### config.mk
export PLATFORM = sky130hd
export DESIGN_NAME = cam_entry_dec_flat
export DESIGN_NICKNAME = d
export VERILOG_FILES = /design/src/rtl/cam_entry_dec_if.sv /design/src/rtl/cam_entry_dec.sv /design/src/flat_wrapper.sv
export SDC_FILE = /design/constraint.sdc
export NUM_CORES = 1
export LEC_CHECK = 0
export BUFFER_PORTS_ARGS = -buffer_cell sky130_fd_sc_hd__buf_2
export CAP_MARGIN = 20
export CORE_ASPECT_RATIO = 0.8
export CORE_UTILIZATION = 45
export CTS_CLUSTER_SIZE = 30
export DETAILED_ROUTE_END_ITERATION = 6
export PLACE_DENSITY_LB_ADDON = 0.05
export SYNTH_ARGS = -nofsm -noshare
export SYNTH_HDL_FRONTEND = slang
export SYNTH_SLANG_ARGS = --single-unit
### constraint.sdc
create_clock -name clk -period 4 [get_ports clk]
set_input_delay 0.2 -clock clk [delete_from_list [all_inputs] [get_ports clk]]
set_output_delay 0.2 -clock clk [all_outputs]
set_load 0.01 [all_outputs]
### src/rtl/cam_entry_dec_if.sv
// Command/row-control bundle between the CAM controller and cam_entry_dec.
// Optional build macro: CAM_ENTRY_DEC_ERR_EN adds the err_sticky status bit.
interface cam_entry_dec_if #(
    parameter int unsigned ENTRIES = 16,
    parameter int unsigned ADDR_W  = 4
);
    logic                cmd_valid;
    logic                cmd_ready;
    logic [1:0]          cmd_op;
    logic [ADDR_W-1:0]   cmd_addr;
    logic [ENTRIES-1:0]  entry_we;
    logic                entry_set;
    logic [ENTRIES-1:0]  entry_valid;
    logic [ADDR_W:0]     valid_cnt;
    logic                full;
    logic                empty;
    logic                busy;
`ifdef CAM_ENTRY_DEC_ERR_EN
    logic                err_sticky;

    // Command issuer side
    modport master (
        output cmd_valid, cmd_op, cmd_addr,
        input  cmd_ready, entry_we, entry_set, entry_valid, valid_cnt,
               full, empty, busy, err_sticky
    );

    // Decoder side
    modport slave (
        input  cmd_valid, cmd_op, cmd_addr,
        output cmd_ready, entry_we, entry_set, entry_valid, valid_cnt,
               full, empty, busy, err_sticky
    );
`else
    // Command issuer side
    modport master (
        output cmd_valid, cmd_op, cmd_addr,
        input  cmd_ready, entry_we, entry_set, entry_valid, valid_cnt,
               full, empty, busy
    );

    // Decoder side
    modport slave (
        input  cmd_valid, cmd_op, cmd_addr,
        output cmd_ready, entry_we, entry_set, entry_valid, valid_cnt,
               full, empty, busy
    );
`endif
endinterface

### src/rtl/cam_entry_dec.sv
// CAM row decoder: binary row commands -> one-hot row write enables, plus the
// per-row valid mask, occupancy count and a one-row-per-cycle CLR_ALL sweep.
// Optional build macro: CAM_ENTRY_DEC_ERR_EN adds err_sticky (redundant SET,
// CLR of a dead row, or out-of-range row index; cleared by a completed sweep).
module cam_entry_dec #(
    parameter int unsigned ENTRIES = 16,
    parameter int unsigned ADDR_W  = 4
) (
    input  logic          clk,
    input  logic          rst_n,
    cam_entry_dec_if.slave bus
);
    localparam int unsigned       CNT_W    = ADDR_W + 1;
    localparam logic [ADDR_W-1:0] LAST_IDX = ADDR_W'(ENTRIES - 1);
    localparam logic [CNT_W-1:0]  FULL_CNT = CNT_W'(ENTRIES);

    typedef enum logic {
        IDLE,
        SWEEP
    } state_t;

    typedef enum logic [1:0] {
        OP_SET     = 2'b00,
        OP_CLR     = 2'b01,
        OP_CLR_ALL = 2'b10,
        OP_NOP     = 2'b11
    } op_t;

    state_t              state_q, state_d;
    logic [ADDR_W-1:0]   idx_q, idx_d;
    logic [ENTRIES-1:0]  we_q, we_d;
    logic                set_q, set_d;
    logic [ENTRIES-1:0]  valid_q, valid_d;
    logic [CNT_W-1:0]    cnt_q, cnt_d;
    logic                busy_q, busy_d;

    logic                accept;
    logic [ENTRIES-1:0]  cmd_onehot;
    logic [ENTRIES-1:0]  row_sel;
    logic                do_set;
    logic                row_was_valid;
`ifdef CAM_ENTRY_DEC_ERR_EN
    logic                err_q, err_d;
`endif

    // Next-state, row select and mask/count update
    always_comb begin
        state_d       = state_q;
        idx_d         = idx_q;
        we_d          = '0;
        set_d         = 1'b0;
        valid_d       = valid_q;
        cnt_d         = cnt_q;
        busy_d        = busy_q;
        row_sel       = '0;
        do_set        = 1'b0;
        accept        = bus.cmd_valid && (state_q == IDLE);
        // Indices past the last row shift out and yield an all-zero select.
        cmd_onehot    = ENTRIES'(1'b1) << bus.cmd_addr;
`ifdef CAM_ENTRY_DEC_ERR_EN
        err_d         = err_q;
`endif

        unique case (state_q)
            IDLE: begin
                if (accept) begin
                    case (bus.cmd_op)
                        OP_SET: begin
                            row_sel = cmd_onehot;
                            do_set  = 1'b1;
                        end
                        OP_CLR: begin
                            row_sel = cmd_onehot;
                        end
                        OP_CLR_ALL: begin
                            // Row 0 is cleared on the accepting edge itself.
                            row_sel = ENTRIES'(1'b1);
                            state_d = SWEEP;
                            busy_d  = 1'b1;
                            idx_d   = ADDR_W'(1);
                        end
                        default: ;
                    endcase
                end
            end
            SWEEP: begin
                row_sel = ENTRIES'(1'b1) << idx_q;
                if (idx_q == LAST_IDX) begin
                    state_d = IDLE;
                    busy_d  = 1'b0;
                    idx_d   = '0;
                end else begin
                    idx_d   = idx_q + ADDR_W'(1);
                end
            end
            default: ;
        endcase

        row_was_valid = |(row_sel & valid_q);
        we_d          = row_sel;
        set_d         = do_set && (|row_sel);

        if (|row_sel) begin
            if (do_set) begin
                valid_d = valid_q | row_sel;
                if (!row_was_valid) begin
                    cnt_d = cnt_q + CNT_W'(1);
                end
            end else begin
                valid_d = valid_q & ~row_sel;
                if (row_was_valid) begin
                    cnt_d = cnt_q - CNT_W'(1);
                end
            end
        end

`ifdef CAM_ENTRY_DEC_ERR_EN
        if (state_q == SWEEP && idx_q == LAST_IDX) begin
            err_d = 1'b0;
        end else if (accept) begin
            if (bus.cmd_op == OP_SET && (row_was_valid || !(|cmd_onehot))) begin
                err_d = 1'b1;
            end
            if (bus.cmd_op == OP_CLR && !row_was_valid) begin
                err_d = 1'b1;
            end
        end
`endif
    end

    // State and output registers, synchronous active-low reset
    always_ff @(posedge clk) begin
        if (!rst_n) begin
            state_q <= IDLE;
            idx_q   <= '0;
            we_q    <= '0;
            set_q   <= 1'b0;
            valid_q <= '0;
            cnt_q   <= '0;
            busy_q  <= 1'b0;
`ifdef CAM_ENTRY_DEC_ERR_EN
            err_q   <= 1'b0;
`endif
        end else begin
            state_q <= state_d;
            idx_q   <= idx_d;
            we_q    <= we_d;
            set_q   <= set_d;
            valid_q <= valid_d;
            cnt_q   <= cnt_d;
            busy_q  <= busy_d;
`ifdef CAM_ENTRY_DEC_ERR_EN
            err_q   <= err_d;
`endif
        end
    end

    // Ready and occupancy flags decode straight from registered state
    assign bus.cmd_ready   = (state_q == IDLE);
    assign bus.entry_we    = we_q;
    assign bus.entry_set   = set_q;
    assign bus.entry_valid = valid_q;
    assign bus.valid_cnt   = cnt_q;
    assign bus.full        = (cnt_q == FULL_CNT);
    assign bus.empty       = (cnt_q == '0);
    assign bus.busy        = busy_q;
`ifdef CAM_ENTRY_DEC_ERR_EN
    assign bus.err_sticky  = err_q;
`endif

endmodule

### src/flat_wrapper.sv
// flat-port wrapper written by rule: the top's interface ports become plain ports
module cam_entry_dec_flat 
#(
    parameter int unsigned ENTRIES = 16,
    parameter int unsigned ADDR_W  = 4
)
  (clk, rst_n, bus_cmd_valid, bus_cmd_op, bus_cmd_addr, bus_cmd_ready, bus_entry_we, bus_entry_set, bus_entry_valid, bus_valid_cnt, bus_full, bus_empty, bus_busy);
  cam_entry_dec_if #(.ENTRIES(ENTRIES), .ADDR_W(ADDR_W)) bus_i ();
  input  logic clk;
  input  logic rst_n;
  input wire logic [$bits(bus_i.cmd_valid)-1:0] bus_cmd_valid;
  input wire logic [$bits(bus_i.cmd_op)-1:0] bus_cmd_op;
  input wire logic [$bits(bus_i.cmd_addr)-1:0] bus_cmd_addr;
  output wire logic [$bits(bus_i.cmd_ready)-1:0] bus_cmd_ready;
  output wire logic [$bits(bus_i.entry_we)-1:0] bus_entry_we;
  output wire logic [$bits(bus_i.entry_set)-1:0] bus_entry_set;
  output wire logic [$bits(bus_i.entry_valid)-1:0] bus_entry_valid;
  output wire logic [$bits(bus_i.valid_cnt)-1:0] bus_valid_cnt;
  output wire logic [$bits(bus_i.full)-1:0] bus_full;
  output wire logic [$bits(bus_i.empty)-1:0] bus_empty;
  output wire logic [$bits(bus_i.busy)-1:0] bus_busy;
  assign bus_i.cmd_valid = bus_cmd_valid;
  assign bus_i.cmd_op = bus_cmd_op;
  assign bus_i.cmd_addr = bus_cmd_addr;
  assign bus_cmd_ready = bus_i.cmd_ready;
  assign bus_entry_we = bus_i.entry_we;
  assign bus_entry_set = bus_i.entry_set;
  assign bus_entry_valid = bus_i.entry_valid;
  assign bus_valid_cnt = bus_i.valid_cnt;
  assign bus_full = bus_i.full;
  assign bus_empty = bus_i.empty;
  assign bus_busy = bus_i.busy;
  cam_entry_dec #(.ENTRIES(ENTRIES), .ADDR_W(ADDR_W)) u_core (.clk(clk), .rst_n(rst_n), .bus(bus_i));
endmodule
==> impl_metrics.json <==
{
  "slew_headroom_pct": 53.50,
  "cp-end-kind": "flip-flop",
  "ctsHoldBuffers": 0,
  "clk_latency_ps": 300,
  "grt_pass1_vias": 1847,
  "synthArstFlopShare_pct": 0,
  "min_path_type": "in2reg",
  "yosys_most_used_dff": "dfxtp_1",
  "root_buffer": "clkbuf_8",
  "cp.arrival_ps": 3330,
  "ys_warn_count": 0,
  "utilization_pct": 56.95,
  "critPathKind": "reg2reg",
  "gr-total-overflow": 0,
  "syn-num-nets": 283,
  "cts_tree": "yes",
  "yosysTopAreaCell": "dfxtp_1",
  "cts_buffers": 5,
  "fin_tns_setup_ps": 0,
  "power.leakage_nw": 1.129,
  "nNetsFinal": 330,
  "yosysSeqAreaShare_pct": 38.28,
  "dp_hpwl_um": 4399,
  "ir_drop_uv": 252.1,
  "yosysUniqueCellTypes": 56,
  "timing.fmax_ghz": 0.3187,
  "io_pins": 51,
  "area_delta_synth_final_pct": 17.18,
  "start_util_pct": 48.60,
  "drive_gt1_share_pct": 24.04,
  "synth.avg_cell_area_um2": 8.716,
  "gp_congestion": 0.9163,
  "post_cts_resized": 0,
  "drt_iter0_drc": 186,
  "power.density_mw_per_mm2": 331.7,
  "clock-sinks": 44,
  "num_antenna_cells": 0,
  "ys_top_cells_by_area": "dfxtp_1 (38%), nor2_1 (8.3%), a21oi_1 (5.7%)",
  "critical_path_required_ps": 4190,
  "die_w_um": 81.95,
  "clkTransAtPathRegs_ps": 90,
  "rsz0062_at_grt": "no",
  "viasPerCell": 5.753,
  "worst_slew_pin_slew_ps": 686.7,
  "die_h_um": 65.96,
  "min_period_ps": 3138,
  "yosysTopAreaCellShare_pct": 38.28,
  "grt_pass1_wl_um": 9280,
  "finalClockSkew_ps": 10.11,
  "cap_viol_max_count": 0,
  "synth-seq-cells": 44,
  "p_total_uw": 894.5,
  "htreeDepth": 2,
  "routed_wl_um": 5723,
  "synth_enable_flop_cells": 0,
  "hold_viol": 0,
  "wl_per_cell_um": 15.38,
  "grt_max_degree": 24,
  "gr-usage-all-layers_pct": 22.93,
  "syn_area_mm2": 0.002301,
  "status": "complete, no violations",
  "clock_path_buffers": 2,
  "dieArea_mm2": 0.005405,
  "cts_setup_buffers": 0,
  "drv_slew": 0,
  "path_max_fanout": 18,
  "fin_crit_sh_pct": 78.45,
  "syn_inst": 264,
  "antenna_found_initial": 0,
  "std_cell_rows": 22,
  "setup_viol": 0,
  "drc_errors": 0,
  "io_buffers": 50,
  "antenna_left": 0,
  "startpoint_type": "flip-flop",
  "core_mm2": 0.004735,
  "dr.pass1.iters": 4,
  "vias": 2140
}
## cells by family after synthesis
kind of cell	share of synthesized area, %
xor+xnor	0.7614
fa+ha+maj	5.764
mux	4.513
compound gates	22.30
simple gates	24.20
flops	38.28
buf+inv	4.187
## critical path: stages (launching register included)
cell	delay (ps)
dfxtp_1	500
or3b_4	520
nor2_4	210
clkinv_1	310
buf_4	290
ha_1	330
a21o_1	170
a21oi_1	220
nand2_1	80
a21oi_1	150
o21ai_0	90
nor3b_2	160
## final timing paths
kind / startpoint / end / slack [ps] / depth (start not counted)
max: u_core.state_q$_SDFF_PN0_ / u_core.bus.valid_cnt[4]$_SDFFE_PN0P_ / 860 / 11
min: rst_n / u_core.bus.entry_we[4]$_SDFF_PN0_ / 140 / 2
max reg2reg: u_core.state_q$_SDFF_PN0_ / u_core.bus.valid_cnt[4]$_SDFFE_PN0P_ / 860 / 11
min reg2reg: u_core.bus.busy$_SDFFE_PN0P_ / u_core.bus.busy$_SDFFE_PN0P_ / 490 / 2
## cell usage in the layout, fill, tap and decap left out, types with 5 or more instances in the layout
master	instances
nor3_1	5
clkbuf_8	6
a21oi_1	26
nor2_1	51
nand2_1	8
dfxtp_1	44
and2_1	6
ha_1	9
nand3_1	7
a22oi_1	10
o21ai_0	7
buf_2	50
mux2i_1	7
inv_1	9
## report_power, final
part	internal, mW	total [mW]	leakage (nW)	switching, mW
sequential	0.449	0.463	0.356	0.0139
combinational	0.0578	0.139	0.728	0.0816
clock	0.140	0.292	0.0445	0.152
## per-layer routing
metal	vias up	routed length, um	track usage (%)
li1	1051	-	-
met1	991	2859	34.54
met2	90	2326	31.61
met3	8	471	5.793
met4	0	64	6.140
met5	-	0	0
## metrics by stage
stage                     hold WS, ps  setup slack (ps)  std cells  cell area [um2]
after floorplan                 321.7              1136        264             2301
after global placement          455.2             947.4        363             2575
after detailed placement        453.5             887.7        364             2603
after CTS                       143.6             859.6        372             2696
after global routing            141.6             599.0        372             2696
final                           144.8             861.9        372             2696
## cell usage after synthesis, types with 4 or more instances
cell type	count
nor2_1	51
dfxtp_1	44
a21oi_1	26
a22oi_1	10
ha_1	9
inv_1	9
clkbuf_1	8
nand2_1	8
mux2i_1	7
nand3_1	7
o21ai_0	7
and2_1	6
nor3_1	5
a32oi_1	4
and3b_1	4
nor2b_1	4
## final cells by class
type | instances | area (um2)
multi-input cells | 198 | 1324
clock inverters | 1 | 7.507
repair buffers | 52 | 285.3
flip-flops and latches | 44 | 880.8
well taps | 60 | 75.07
fillers | 451 | 2038
clock buffers | 7 | 86.33
inverters | 10 | 37.54
(Power assumes the default switching activity.)
